## src/rtl/inc_seq_gen.sv

```systemverilog
// Handshaked ascending index-sequence generator (start..limit inclusive) built on a prefix-AND incrementer.
// Optional INC_SEQ_GEN_WRAP_EN: drops the empty-range check so the counter may wrap through zero.
module inc_seq_gen #(
    parameter int unsigned width = 8,
    parameter int unsigned speed = 1   // 0: ripple prefix-AND, otherwise log-depth prefix-AND
) (
    input  logic             clk_i,
    input  logic             rst_ni,
    input  logic             start_i,
    input  logic [width-1:0] start_val_i,
    input  logic [width-1:0] limit_i,
    output logic             idle_o,
    output logic             valid_o,
    input  logic             ready_i,
    output logic [width-1:0] data_o,
    output logic             last_o,
    output logic             done_o,
    output logic             err_o
);

`ifdef INC_SEQ_GEN_WRAP_EN
    localparam bit RangeCheck = 1'b0;
`else
    localparam bit RangeCheck = 1'b1;
`endif

    typedef enum logic {IDLE = 1'b0, RUN = 1'b1} state_e;

    state_e           state_q;
    logic [width-1:0] cnt_q;
    logic [width-1:0] lim_q;
    logic             last_q;
    logic             done_q;
    logic             err_q;

    logic [width-2:0] po;
    logic [width-1:0] cnt_inc;

    // po[i] = &cnt_q[i:0]; the top bit's prefix would only feed the discarded carry.
    if (speed == 0) begin : g_ripple
        always_comb begin
            logic [width-2:0] t;
            t = cnt_q[width-2:0];
            for (int i = 1; i < width - 1; i++) begin
                t[i] = t[i-1] & cnt_q[i];
            end
            po = t;
        end
    end else begin : g_fast
        always_comb begin
            logic [width-2:0] t;
            t = cnt_q[width-2:0];
            for (int l = 1; l < width - 1; l = l * 2) begin
                for (int i = width - 2; i >= l; i--) begin
                    t[i] = t[i] & t[i-l];
                end
            end
            po = t;
        end
    end

    assign cnt_inc = cnt_q ^ {po, 1'b1};

    always_ff @(posedge clk_i) begin
        if (!rst_ni) begin
            state_q <= IDLE;
            cnt_q   <= '0;
            lim_q   <= '0;
            last_q  <= 1'b0;
            done_q  <= 1'b0;
            err_q   <= 1'b0;
        end else begin
            done_q <= 1'b0;
            err_q  <= 1'b0;
            case (state_q)
                IDLE: begin
                    if (start_i) begin
                        if (RangeCheck && (start_val_i > limit_i)) begin
                            err_q <= 1'b1;
                        end else begin
                            state_q <= RUN;
                            cnt_q   <= start_val_i;
                            lim_q   <= limit_i;
                            last_q  <= (start_val_i == limit_i);
                        end
                    end
                end
                RUN: begin
                    if (ready_i) begin
                        if (last_q) begin
                            // Clearing cnt keeps data_o at zero while idle.
                            state_q <= IDLE;
                            cnt_q   <= '0;
                            last_q  <= 1'b0;
                            done_q  <= 1'b1;
                        end else begin
                            cnt_q  <= cnt_inc;
                            last_q <= (cnt_inc == lim_q);
                        end
                    end
                end
                default: state_q <= IDLE;
            endcase
        end
    end

    assign idle_o  = (state_q == IDLE);
    assign valid_o = (state_q == RUN);
    assign data_o  = cnt_q;
    assign last_o  = last_q;
    assign done_o  = done_q;
    assign err_o   = err_q;

endmodule

```

## config.mk

```make
export PLATFORM = sky130hd
export DESIGN_NAME = inc_seq_gen
export DESIGN_NICKNAME = d
export VERILOG_FILES = /design/src/rtl/inc_seq_gen.sv
export SDC_FILE = /design/constraint.sdc
export NUM_CORES = 1
export LEC_CHECK = 0
export BUFFER_PORTS_ARGS = -buffer_cell sky130_fd_sc_hd__buf_2
export CAP_MARGIN = 20
export CELL_PAD_IN_SITES_DETAIL_PLACEMENT = 0
export CELL_PAD_IN_SITES_GLOBAL_PLACEMENT = 2
export CORE_MARGIN = 4
export CORE_UTILIZATION = 32
export DETAILED_ROUTE_END_ITERATION = 10
export PLACE_DENSITY = 0.86
export SLEW_MARGIN = 5
export SYNTH_ARGS = -nofsm -noshare
export SYNTH_HDL_FRONTEND = slang
export SYNTH_SLANG_ARGS = --single-unit
```

## constraint.sdc

```tcl
create_clock -name clk_i -period 3.01 [get_ports clk_i]
set_input_delay 0.301 -clock clk_i [delete_from_list [all_inputs] [get_ports clk_i]]
set_output_delay 0.301 -clock clk_i [all_outputs]
set_load 0.02 [all_outputs]
```

==> results.py, run 1 <==
metrics = {
    "placed_design": {
        "place_hpwl_mm": 2.52,
        "port-buffer-count": 32,
        "dpl.cell_count": 223,
        "gp_congestion": 0.790,
        "place_area_mm2": 0.00144,
        "pre_cts_ws_ps": 674,
    },
    "floorplanning": {
        "start_util_pct": 33.7,
        "core-area_mm2": 0.00372,
        "io_pins": 33,
        "die_w_um": 70.6,
        "num_rows": 22,
        "dieArea_mm2": 0.00498,
        "die_h_um": 70.6,
    },
    "pwr": {
        "seq_power_share_pct": 39.4,
        "cellInternalPower_w": 0.000560,
        "pwr-share-clk_pct": 33.6,
        "total_power_w": 0.000827,
        "powerDensity_mw_per_mm2": 548,
        "p_comb_share_pct": 27.1,
        "ir_drop_mv": 0.220,
        "p_sw_share_pct": 32.3,
        "p_sw_w": 0.000268,
        "p_leak_nw": 0.652,
    },
    "sta": {
        "setup_slack_ps": 971,
        "min_period_over_period_pct": 67.7,
        "final_max_slew_viol_count": 0,
        "layout_min_cycle_time_ps": 2040,
        "setup_viol": 0,
        "final.setup.tns_ps": 0,
        "clock_skew_ps": 10.0,
        "hold_viol_final": 0,
        "tightestPinTransition_ps": 647,
        "fmax_mhz": 490,
        "max_slew_margin_pct": 56.8,
        "rsz0062_at_grt": "false",
    },
    "cts": {
        "cts.sinks": 20,
        "postCtsResizedCells": 0,
        "worstSkewPairLatency_ps": 270,
        "ctsHoldBuffers": 0,
        "cts_tree": "built",
        "cts_buffers": 3,
        "clockBufferDepth": 2,
        "htreeDepth": 1,
        "clkTransAtPathRegs_ps": 90,
        "root_buffer": "clkbuf_8",
        "postCtsSetupRepairBufs": 0,
    },
    "global_routing": {
        "grt_use_total_pct": 13.3,
        "grt_first_pass_wirelength_mm": 5.29,
        "grt_pass1_vias": 1091,
        "overflow": 0,
        "antenna_found_initial": 0,
        "grt_max_degree": 19,
    },
    "logic_synthesis": {
        "synth_nets": 177,
        "synthDominantCellAreaShare_pct": 31.9,
        "avgSynthCellArea_um2": 8.47,
        "ys_ff_latch": 20,
        "ys_seq_area_share_pct": 31.9,
        "yosysTopAreaCell": "dfxtp_1",
        "synthDistinctLibCells": 35,
        "netlist_top_cells_area": "dfxtp_1, ha_1, a21oi_1",
        "syn-instance-count": 148,
        "yosysWarnings": 0,
        "syn_area_mm2": 0.00125,
    },
    "setup_path": {
        "critPathKind": "in -> reg",
        "crit_path_max_fanout": 9,
        "critPathArrivalTime_ps": 2180,
        "timing.critical_path.from_type": "primary input",
        "critPathRequiredTime_ps": 3150,
        "end_kind": "flip-flop",
    },
    "detailed_routing": {
        "drt_pass1_iterations": 4,
        "wl_per_cell_um": 14.2,
        "totalWireLength_mm": 3.23,
        "initialDrtViolationCount": 43,
        "routed_via_density": 4.97,
        "drc": 0,
        "antenna_left": 0,
        "routed-via-count": 1128,
    },
    "cells_and_area": {
        "stdcell_count": 227,
        "final_layout_size_suffix_gt1_share_pct": 26.8,
        "final_cell_area_mm2": 0.00151,
        "n_antenna_cell": 0,
        "nets": 209,
        "fill_cells": 404,
        "area_growth_pct": 20.5,
    },
    "run": {
        "max_cap_viol_count": 0,
    },
    "min_path": {
        "hold_path.class": "in -> reg",
    },
    "outcome": {
        "status": "finished, final reports clean",
    },
}
-- logic make-up after synthesis --
| group | after synthesis | synth area share, % |
|---|---|---|
| AND/OR/NAND/NOR | 42 | 17.2 |
| AO/OA/AOI/OAI | 39 | 19.3 |
| flip-flops | 20 | 31.9 |
| buffers and inverters | 16 | 6.19 |
| XOR/XNOR | 12 | 8.38 |
| multiplexers | 10 | 8.08 |
| adder cells (fa/ha/maj) | 9 | 8.98 |
-- layout by cell type, fill, tap and decap left out, drive strengths merged, types with 3 or more instances in the layout --
cell type,Yosys,layout
mux2i,9,9
nor3,4,4
clkbuf,3,3
inv,10,10
o21ai,14,14
dfxtp,20,20
ha,9,9
nand3,4,4
nand2,7,7
a21oi,21,21
xnor2,6,6
xor2,6,6
buf,2,32
nor2,15,15
-- power by group through the flow --
stage | registers, W | clock network, W | logic (W)
6_report | 0.000326 | 0.000278 | 0.000224
5_1_grt | 0.000331 | 0.000293 | 0.000248
4_1_cts | 0.000325 | 0.000283 | 0.000225
3_5_place_dp | 0.000331 | 0 | 0.000223
3_3_place_gp | 0.000331 | 0 | 0.000222
2_1_floorplan | 0.000347 | 0 | 0.000142
-- worst paths after layout --
kind                        from       end  cells past startpoint  slack, ps
hold / removal        limit_i[1]  lim_q[1]                      3        290
setup reg to reg         valid_o  lim_q[6]                      6       1000
setup / recovery  start_val_i[5]  lim_q[6]                      8        970
hold reg to reg         lim_q[2]  lim_q[2]                      2        530
-- critical path: stages --
cell and delay (ps):
buf_2 110, ha_1 310, a21oi_1 130, o21ai_0 120, or3_4 360, o21ai_2 530, mux2i_1 250, nor2_1 60
-- metrics by stage --
step | hold slack [ps] | util [%]
after floorplan | 438 | -
after global placement | 503 | 38.7
after detailed placement | 514 | 38.7
after CTS | 286 | 40.6
after global routing | 293 | 40.6
final | 289 | 40.6
-- per-layer routing --
| layer | track usage, % | routed length, um | vias to the layer above |
|---|---|---|---|
| li1 | - | - | 583 |
| met1 | 18.2 | 1600 | 514 |
| met2 | 20.8 | 1450 | 25 |
| met3 | 3.13 | 148 | 6 |
| met4 | 3.97 | 42 | 0 |
| met5 | 0 | 0 | - |
-- state kept, by name, indices dropped and copies added, names as in the netlist --
register,cells
err_o,1
last_o,1
valid_o,1
lim_q,8
done_o,1
data_o,8
-- Yosys cell counts --
cell type,instances
dfxtp_1,20
a21oi_1,19
nor2_1,15
inv_1,10
o21ai_0,10
ha_1,9
mux2i_1,9
nand2_1,6
xnor2_1,6
xor2_1,6
nor3_1,4
nand3_1,3
o21ai_2,3
a21oi_2,2
buf_6,2
clkbuf_1,2
nand2b_1,2
nand4_1,2
nor4_1,2
and3_1,1
clkbuf_2,1
clkinv_2,1
mux2_2,1
nand2_4,1
nand3_2,1
nor2b_1,1
o211ai_1,1
o211ai_4,1
o21ai_1,1
o221a_1,1
o31ai_1,1
or2_1,1
or2_2,1
or3_1,1
or3_4,1
-- cell type report --
| class | instances | area, um2 | share of cell area [%] |
|---|---|---|---|
| multi-input cells | 112 | 776 | 51.4 |
| flip-flops and latches | 20 | 400 | 26.5 |
| repair buffers | 32 | 160 | 10.6 |
| well taps | 48 | 60.1 | 3.98 |
| inverters | 11 | 42.5 | 2.82 |
| clock buffers | 3 | 41.3 | 2.73 |
| clock inverters | 1 | 30.0 | 1.99 |
No activity file was read; power rests on OpenSTA's default activity.
==> run 2: changes to the inputs <==
- ABC_AREA: not set -> 1
- CORE_UTILIZATION: 32 -> 25
- PLACE_DENSITY: 0.86 -> 0.78
- clock period: 3.01 -> 1.7 ns (I/O delays scaled with it)
==> run 2 against run 1 <==
  * Clock power up 30%
  * Design area rose by 14%
  * Clock skew shrank 7.5 ps
  * Synthesized cell count grew 45%
  * Worst setup slack got worse by 820 ps
  * Synthesized area is 8.7% higher
  * Cell count up 44%
  * Via count rose by 26%
  * Critical path depth up 1
  * Combinational power increased by 87%
  * Global-route usage down 0.68 points
  * Core utilization fell by 7.7 points
  * Highest routed layer unchanged
==> results.py, run 2 <==
metrics = {
    "global_routing": {
        "grt_pass1_vias": 1321,
        "antenna_found_initial": 0,
        "grt_max_degree": 12,
        "grt_use_total_pct": 12.6,
        "grt_first_pass_wirelength_mm": 6.51,
        "overflow": 0,
    },
    "sta": {
        "rsz0062_at_grt": "false",
        "layout_min_cycle_time_ps": 1550,
        "final.setup.tns_ps": 0,
        "min_period_over_period_pct": 90.9,
        "clock_skew_ps": 2.53,
        "worst_hold_slack_ps": 153,
        "max_slew_margin_pct": 76.5,
        "setup_viol": 0,
        "fmax_mhz": 647,
        "final_max_slew_viol_count": 0,
        "tightestPinTransition_ps": 350,
        "hold_viol_final": 0,
    },
    "detailed_routing": {
        "antenna_left": 0,
        "routed-via-count": 1420,
        "drt_pass1_iterations": 4,
        "routed_via_density": 4.33,
        "drc": 0,
        "wl_per_cell_um": 12.0,
        "totalWireLength_mm": 3.93,
        "initialDrtViolationCount": 57,
    },
    "floorplanning": {
        "die_h_um": 81.8,
        "dieArea_mm2": 0.00670,
        "die_w_um": 81.8,
        "start_util_pct": 26.2,
        "io_pins": 33,
        "num_rows": 26,
        "core-area_mm2": 0.00520,
    },
    "setup_path": {
        "critPathRequiredTime_ps": 1890,
        "slowest_delay_ps": 320,
        "crit_path_max_fanout": 3,
        "critPathLaunch": "data_o[0]",
        "r2r_start": "data_o[0]",
        "cp_cell_sequence": "ha_1, inv_1, a21oi_1, nand2_1, nor2_1, nand3_1, nor2_2, nand3_1, a21oi_1",
        "crit_slowest_cell": "dfxtp_1",
        "timing.critical_path.from_type": "flip-flop",
        "critPathKind": "reg -> reg",
        "end_kind": "flip-flop",
        "critPathArrivalTime_ps": 1730,
    },
    "cts": {
        "ctsHoldBuffers": 0,
        "cts.sinks": 20,
        "postCtsResizedCells": 0,
        "worstSkewPairLatency_ps": 250,
        "root_buffer": "clkbuf_8",
        "htreeDepth": 1,
        "cts_buffers": 3,
        "cts_tree": "built",
        "postCtsSetupRepairBufs": 0,
        "clockBufferDepth": 2,
        "clkTransAtPathRegs_ps": 70,
    },
    "logic_synthesis": {
        "synthMuxAreaShare_pct": 0,
        "syn_area_mm2": 0.00136,
        "ys_seq_area_share_pct": 29.4,
        "synth_compound_area_share_pct": 14.0,
        "synthSimpleGateAreaFrac_pct": 35.8,
        "synthAdderAreaFrac_pct": 8.26,
        "synth_flop_cell": "dfxtp_1",
        "synth_top_family_by_area": "simple AND/OR/NAND/NOR gates",
        "synth.most_common_cell": "nand2_1",
        "netlist_top_cells_area": "dfxtp_1, nand2_1, nand3_1",
        "synth_xor_area_share_pct": 0,
        "avgSynthCellArea_um2": 6.34,
        "netlist_top_cells_count": "nand2_1, inv_1, nand3_1",
        "syn-instance-count": 215,
        "ys_ff_latch": 20,
        "yosysTopAreaCell": "dfxtp_1",
        "synthDominantCellAreaShare_pct": 29.4,
        "async_flop_share_pct": 0,
        "yosysWarnings": 0,
        "synth_edf_count": 0,
        "synth_nets": 244,
        "synthDistinctLibCells": 27,
    },
    "pwr": {
        "ir_drop_mv": 0.255,
        "powerDensity_mw_per_mm2": 780,
        "p_leak_nw": 0.857,
    },
    "placed_design": {
        "place_hpwl_mm": 3.25,
        "port-buffer-count": 32,
        "gp_congestion": 0.737,
    },
    "cells_and_area": {
        "nets": 288,
        "final_layout_size_suffix_gt1_share_pct": 23.3,
        "most-common-layout-cells": "nand2_1, buf_2, inv_1",
        "layout_commonest_cell": "nand2_1",
        "n_antenna_cell": 0,
        "area_growth_pct": 26.0,
    },
    "min_path": {
        "min_from": "start_i",
        "hold_path.class": "in -> reg",
    },
    "outcome": {
        "status": "finished, final reports clean",
    },
    "run": {
        "max_cap_viol_count": 0,
    },
}
run 2: report_power, final:
group	total [W]	internal [W]	switching, W
combinational	0.000419	0.000161	0.000259
sequential	0.000557	0.000514	0.0000430
clock	0.000362	0.000206	0.000156
run 2: worst max-delay path, delay by kind of cell, from the launching register on:
kind            cells  cell delay, ps
simple gates        5             470
compound gates      2             360
flops               1             320
fa+ha+maj           1             270
buf+inv             1              50
run 2: cell type report:
| type | count | area, um2 |
|---|---|---|
| fill | 610 | 3490 |
| multi-input combinational | 155 | 792 |
| sequential | 20 | 400 |
| timing repair buffer | 44 | 250 |
| inverter | 35 | 131 |
| tap | 70 | 87.6 |
| clock buffer | 4 | 55.1 |
run 2: layer usage:
metal	vias up	GRT usage (%)	routed length [um]
met5	-	0	0
met4	0	4.49	49
li1	781	-	-
met3	4	1.21	105
met1	611	18.2	1990
met2	24	19.3	1790
run 2: per-stage QoR:
| step | area, um2 | setup WS (ps) | util, % | total power [W] | cells |
|---|---|---|---|---|---|
| after CTS | 1720 | 140 | 33.0 | 0.00135 | 328 |
| after global routing | 1720 | 16.3 | 33.0 | 0.00143 | 328 |
| final | 1720 | 154 | 33.0 | 0.00134 | 328 |
| after floorplan | 1360 | 170 | - | 0.000840 | 215 |
| after global placement | 1660 | -50.1 | 31.9 | 0.000996 | 324 |
| after detailed placement | 1660 | -3.55 | 31.9 | 0.000992 | 324 |
run 2: worst paths after layout:
check,to,slack (ps),depth (start not counted)
setup reg to reg,last_o,150,9
hold / removal,err_o,150,3
hold reg to reg,lim_q[7],480,2
setup / recovery,last_o,150,9
run 2: kinds of logic (layout without fill, tap and decap cells):
kind of cell             Yosys count  in the layout
AO/OA/AOI/OAI                     35             35
adder cells (fa/ha/maj)            9              9
AND/OR/NAND/NOR                  111            111
flip-flops                        20             20
buffers and inverters             40             83
